==> src/rtl/simplez_loader.sv <==
// Serial program loader for Simplez: framed UART image -> 512x12 RAM.
// Holds the CPU in reset while it owns the RAM write port.
module simplez_loader #(
  parameter int unsigned TIMEOUT = 12_000_000,
  parameter bit          AUTORUN = 1'b1,
  parameter logic [7:0]  HEADER  = 8'h4C
) (
  input  logic       clk,
  input  logic       rst,
  input  logic [7:0] rx_data,
  input  logic       rx_rcv,
  output logic [8:0] mem_addr,
  output logic [11:0] mem_din,
  output logic       mem_we,
  output logic       cpu_rstn,
  output logic       busy,
  output logic       done,
  output logic       err
);

  localparam int unsigned TW = $clog2(TIMEOUT);
  localparam logic [TW-1:0] TMAX = TW'(TIMEOUT - 1);
  localparam logic [8:0] NMAX = 9'd504;

  typedef enum logic [2:0] {
    S_IDLE,
    S_RUN,
    S_CNT_H,
    S_CNT_L,
    S_DATA_H,
    S_DATA_L,
    S_CHK
  } state_t;

  localparam state_t S_RST = AUTORUN ? S_RUN : S_IDLE;

  state_t      state_q, state_d;
  logic [TW-1:0] timer_q, timer_d;
  logic [8:0]  idx_q, idx_d;
  logic [8:0]  n_q, n_d;
  logic        cnt_hi_q, cnt_hi_d;
  logic [3:0]  hi_q, hi_d;
  logic [7:0]  sum_q, sum_d;
  logic [8:0]  mem_addr_q, mem_addr_d;
  logic [11:0] mem_din_q, mem_din_d;
  logic        mem_we_q, mem_we_d;
  logic        cpu_rstn_q, cpu_rstn_d;
  logic        busy_q, busy_d;
  logic        done_q, done_d;
  logic        err_q, err_d;

  logic       in_frame;
  logic       tmo;
  logic       hdr;
  logic       last;
  logic [8:0] n_rx;

  assign in_frame = (state_q != S_IDLE) && (state_q != S_RUN);
  assign tmo      = in_frame && !rx_rcv && (timer_q == TMAX);
  assign hdr      = rx_rcv && !in_frame && (rx_data == HEADER);
  assign n_rx     = {cnt_hi_q, rx_data};
  assign last     = (idx_q + 9'd1) == n_q;

  always_ff @(posedge clk) begin
    if (rst) begin
      state_q    <= S_RST;
      timer_q    <= '0;
      idx_q      <= '0;
      n_q        <= '0;
      cnt_hi_q   <= 1'b0;
      hi_q       <= '0;
      sum_q      <= '0;
      mem_addr_q <= '0;
      mem_din_q  <= '0;
      mem_we_q   <= 1'b0;
      cpu_rstn_q <= AUTORUN;
      busy_q     <= 1'b0;
      done_q     <= 1'b0;
      err_q      <= 1'b0;
    end else begin
      state_q    <= state_d;
      timer_q    <= timer_d;
      idx_q      <= idx_d;
      n_q        <= n_d;
      cnt_hi_q   <= cnt_hi_d;
      hi_q       <= hi_d;
      sum_q      <= sum_d;
      mem_addr_q <= mem_addr_d;
      mem_din_q  <= mem_din_d;
      mem_we_q   <= mem_we_d;
      cpu_rstn_q <= cpu_rstn_d;
      busy_q     <= busy_d;
      done_q     <= done_d;
      err_q      <= err_d;
    end
  end

  always_comb begin
    state_d = state_q;
    if (tmo) begin
      state_d = S_IDLE;
    end else if (rx_rcv) begin
      unique case (state_q)
        S_IDLE, S_RUN: if (rx_data == HEADER) state_d = S_CNT_H;
        S_CNT_H: state_d = S_CNT_L;
        S_CNT_L: begin
          if (n_rx > NMAX)     state_d = S_IDLE;
          else if (n_rx == '0) state_d = S_CHK;
          else                 state_d = S_DATA_H;
        end
        S_DATA_H: state_d = S_DATA_L;
        S_DATA_L: state_d = last ? S_CHK : S_DATA_H;
        S_CHK:    state_d = (rx_data == sum_q) ? S_RUN : S_IDLE;
        default:  state_d = S_IDLE;
      endcase
    end
  end

  always_comb begin
    timer_d    = (!in_frame || rx_rcv) ? '0 : timer_q + TW'(1);
    idx_d      = idx_q;
    n_d        = n_q;
    cnt_hi_d   = cnt_hi_q;
    hi_d       = hi_q;
    sum_d      = sum_q;
    mem_addr_d = mem_addr_q;
    mem_din_d  = mem_din_q;
    mem_we_d   = 1'b0;
    cpu_rstn_d = cpu_rstn_q;
    busy_d     = busy_q;
    done_d     = done_q;
    err_d      = err_q;
    if (hdr) begin
      cpu_rstn_d = 1'b0;
      busy_d     = 1'b1;
      done_d     = 1'b0;
      err_d      = 1'b0;
      sum_d      = '0;
      idx_d      = '0;
    end
    if (rx_rcv && in_frame) begin
      if (state_q != S_CHK) sum_d = sum_q ^ rx_data;
      unique case (state_q)
        S_CNT_H:  cnt_hi_d = rx_data[0];
        S_CNT_L:  n_d = n_rx;
        S_DATA_H: hi_d = rx_data[3:0];
        S_DATA_L: begin
          mem_we_d   = 1'b1;
          mem_addr_d = idx_q;
          mem_din_d  = {hi_q, rx_data};
          idx_d      = idx_q + 9'd1;
        end
        default: ;
      endcase
    end
    // any in-frame fall back to IDLE is an abort; CPU stays held
    if (in_frame && state_d == S_IDLE) begin
      err_d  = 1'b1;
      busy_d = 1'b0;
    end
    if (state_q == S_CHK && state_d == S_RUN) begin
      done_d     = 1'b1;
      cpu_rstn_d = 1'b1;
      busy_d     = 1'b0;
    end
  end

  assign mem_addr = mem_addr_q;
  assign mem_din  = mem_din_q;
  assign mem_we   = mem_we_q;
  assign cpu_rstn = cpu_rstn_q;
  assign busy     = busy_q;
  assign done     = done_q;
  assign err      = err_q;

endmodule

==> config.mk <==
export PLATFORM = sky130hd
export DESIGN_NAME = simplez_loader
export DESIGN_NICKNAME = d
export VERILOG_FILES = /design/src/rtl/simplez_loader.sv
export SDC_FILE = /design/constraint.sdc
export NUM_CORES = 1
export LEC_CHECK = 0
export CELL_PAD_IN_SITES_DETAIL_PLACEMENT = 0
export CELL_PAD_IN_SITES_GLOBAL_PLACEMENT = 1
export CORE_ASPECT_RATIO = 1.1
export CORE_UTILIZATION = 35
export DETAILED_ROUTE_END_ITERATION = 16
export PLACE_DENSITY_LB_ADDON = 0.2
export SLEW_MARGIN = 15
export SYNTH_ARGS = -nofsm -noshare
export SYNTH_HDL_FRONTEND = slang
export SYNTH_SLANG_ARGS = --single-unit
==> constraint.sdc <==
create_clock -name clk -period 2.1 [get_ports clk]
set_clock_uncertainty 0.15 [all_clocks]
set_input_delay 0.21 -clock clk [delete_from_list [all_inputs] [get_ports clk]]
set_output_delay 0.21 -clock clk [all_outputs]
set_load 0.005 [all_outputs]
==> summary.md <==
| Metric | Value |
|---|---|
| Standby leakage power | `0.001798 uW` |
| Post-synth EDFFs | `0` |
| Finished Cell Area | `5016 um2` |
| Router iterations before antenna repair | `4` |
| Placeable core region | `10590 um2` |
| Number of antenna repair diodes | `0` |
| Worst min-delay path startpoint | `rst` |
| Resized cells post-CTS | `0` |
| Clock tree from TritonCTS | `yes` |
| Clock tree buffer depth | `2` |
| Synth Area per Inst | `8.007 um2` |
| Starting density of the core | `36.52%` |
| Net total in the final layout | `567` |
| Busiest layer in global routing | `met2` |
| Number of buffers inserted during clock tree synthesis | `9` |
| Pre-CTS setup slack | `-0.2148 ns` |
| Global-route met2 utilization | `29.31%` |
| Clock Sinks | `84` |
| Time the worst path needs with I/O delays and setup | `2.019 ns` |
| Most common cell after layout, fill and taps aside | `sky130_fd_sc_hd__nand2_1` |
| Maximum fanout count along the critical path | `2` |
| Fraction of registers with async set or reset after synthesis | `0%` |
| Slew Limit Headroom | `69.10%` |
| Total power density per cell area | `658.4 nW/um2` |
| Commonest cells after routing, fill and taps aside | `sky130_fd_sc_hd__nand2_1, sky130_fd_sc_hd__dfxtp_1, sky130_fd_sc_hd__buf_4` |
| Post-cts hold buffer count | `0` |
| WHS Endpoint | `idx_q[7]` |
| Max-slew violation count | `0` |
| Clock slew seen by the registers of the worst setup and hold paths | `0.06 ns` |
| Total number of yosys warnings | `0` |
| Top FF cell, synth | `sky130_fd_sc_hd__dfxtp_1` |
| R2R Setup Slk | `0.08 ns` |
| Proportion of layout cells with a drive suffix above 1 | `15.05%` |
| Final period util | `96.13%` |
| GR Util met1 | `24.67%` |
| 1st-iter DRT viols | `115` |
| Number of instances in the synthesized netlist | `483` |
| Max cap viols | `0` |
| Met3 track utilization from global routing | `4.483%` |
| Routed wire length | `9781 um` |
| Port Buffers | `36` |
| Library cells used by synthesis | `49` |
| Hold Fails Final Rpt | `0` |
| Wirelength per Cell | `13.95 um` |
| Standard cell area after detailed placement | `4671 um2` |
| Gpl congestion | `0.8670` |
| Part of the Yosys area used for sequential elements | `43.48%` |
| Critical path class | `reg2reg` |
| Number of cell instances on the worst register-to-register path | `7` |
| Die outline area | `11470 um2` |
| Total via count in the routed design | `3478` |
| Total number of placement rows | `39` |
| Global-route wire length before repair | `16680 um` |
| Critical Path Sink Type | `flop` |
| Class of the tightest hold or removal check | `in2reg` |
| Clock insertion delay at the later pin of the skew report | `0.34 ns` |
| Hold slack final | `0.07952 ns` |
| Setup WS post-layout | `0.08134 ns` |
| Arrival time of the worst setup path | `2.11 ns` |
| Pin count of the biggest net entering global routing | `42` |
| Post-CTS setup buffers | `0` |
| Fill cell instance count of the final layout | `1086` |
| Total power draw | `3302 uW` |
| Total Routing Usage GR | `18.88%` |
| Run status | `complete, no violations` |
| Number of global-route vias before repair | `3414` |
| Worst flop-to-flop path endpoint | `state_q[1]` |
| Number of antenna violations at the first check in global routing | `0` |
| Endpoints failing setup | `0` |
| CP startpoint kind | `flop` |
| Die Y | `112.3 um` |
| Sum of net half-perimeters after detailed placement | `6908 um` |
| Post-synth net total | `496` |
| Transition time at the pin with the least slew margin | `0.4618 ns` |
| IR drop worst, VDD | `0.3841 mV` |
| Area of all sequential standard cells | `1684 um2` |
| Startpoint of the most critical register-to-register path | `idx_q[0]` |
| FMAX | `495.4 MHz` |
| Synthesis-to-layout area growth | `29.70%` |
| CP Data Required Time | `2.19 ns` |
| Worst hold path depth | `2` |
| Number of top-level pins | `37` |
| Number of routed nets with antenna violations | `0` |
| H-tree depth | `3` |
| Area of the multi-input gates | `2057 um2` |
| Setup repair after global routing missed its margin | `no` |
| Post-route core utilization | `47.37%` |
| Root buffer cell | `sky130_fd_sc_hd__clkbuf_16` |
| Total congestion overflow after global routing | `0` |
| Floorplan die width | `102.2 um` |
| Total DRC errors in the routed layout | `0` |
| Register bit count reported by yosys | `84` |
| Combined area of all synthesized cells | `3867 um2` |
| Via-to-Cell Ratio | `4.961` |
-- cells in the mapped netlist (5+ instances only) --
library cell               instances  area (um2)
sky130_fd_sc_hd__buf_2             6       30.03
sky130_fd_sc_hd__nor4_1            6       37.54
sky130_fd_sc_hd__clkbuf_1         20       75.07
sky130_fd_sc_hd__nand2_1          83       311.6
sky130_fd_sc_hd__nand2b_1         12       75.07
sky130_fd_sc_hd__nor3_1            7       35.03
sky130_fd_sc_hd__a21oi_1          46       230.2
sky130_fd_sc_hd__inv_1             9       33.78
sky130_fd_sc_hd__dfxtp_1          84        1682
sky130_fd_sc_hd__xor2_1           16       140.1
sky130_fd_sc_hd__mux2i_1           5       50.05
sky130_fd_sc_hd__and3_1           10       62.56
sky130_fd_sc_hd__o21ai_0          23       115.1
sky130_fd_sc_hd__nand3_1          18       90.09
sky130_fd_sc_hd__nor2_1           53       198.9
sky130_fd_sc_hd__nand4_1           9       56.30
sky130_fd_sc_hd__xnor2_1          16       140.1
-- worst max path at each step --
stage,cells past startpoint,endpoint,slack [ns],startpoint
global route,7,state_q[1],0.004,idx_q[0]
global placement,7,state_q[1],-0.19,rx_data[0]
floorplan,7,state_q[1],0.03,idx_q[0]
detailed placement,7,busy,-0.21,rx_data[0]
CTS,7,state_q[1],0.05,timer_q[0]
finish,7,state_q[1],0.08,idx_q[0]
-- routing by layer --
layer	routed length, um	up-vias
met5	0	-
met4	232	0
met3	424	17
met2	4389	64
met1	4735	1604
li1	-	1793
-- cell type report --
class	instances	share of cell area (%)
repair buffers	90	15.32
clock buffers	12	4.914
multi-input cells	360	41.01
inverters	9	0.6735
flip-flops and latches	84	33.57
clock inverters	3	0.9479
well taps	143	3.567
-- where the power goes --
| part | internal (uW) | switching, uW |
|---|---|---|
| Combinational | 55.4 | 68.4 |
| Clock | 952 | 632 |
| Sequential | 1590 | 0.364 |
-- cells by family after synthesis --
family,share of synthesized area (%)
AO/OA/AOI/OAI,14.27
buffers and inverters,4.464
AND/OR/NAND/NOR,28.60
adder cells (fa/ha/maj),0.6469
XOR/XNOR,7.247
multiplexers,1.294
flip-flops,43.48
-- critical path: stages (launching register included) --
cell	delay [ns]
sky130_fd_sc_hd__dfxtp_2	0.35
sky130_fd_sc_hd__ha_4	0.14
sky130_fd_sc_hd__and3_4	0.20
sky130_fd_sc_hd__nand3_2	0.09
sky130_fd_sc_hd__or4b_4	0.52
sky130_fd_sc_hd__o211ai_1	0.11
sky130_fd_sc_hd__a21oi_1	0.11
sky130_fd_sc_hd__o31ai_1	0.26
-- flip-flops by register name, indices dropped and copies added (netlist names), 3 cells and up --
register,flops
state_q,3
sum_q,8
mem_din,12
timer_q,24
n_q,9
mem_addr,9
idx_q,9
hi_q,4
-- metrics by stage --
stage / std cells / setup TNS (ns)
floorplan: 483 / 0
global placement: 686 / -2.221
detailed placement: 686 / -2.378
CTS: 701 / 0
global route: 701 / 0
finish: 701 / 0
Note: power is estimated with default switching activity, not from simulation.
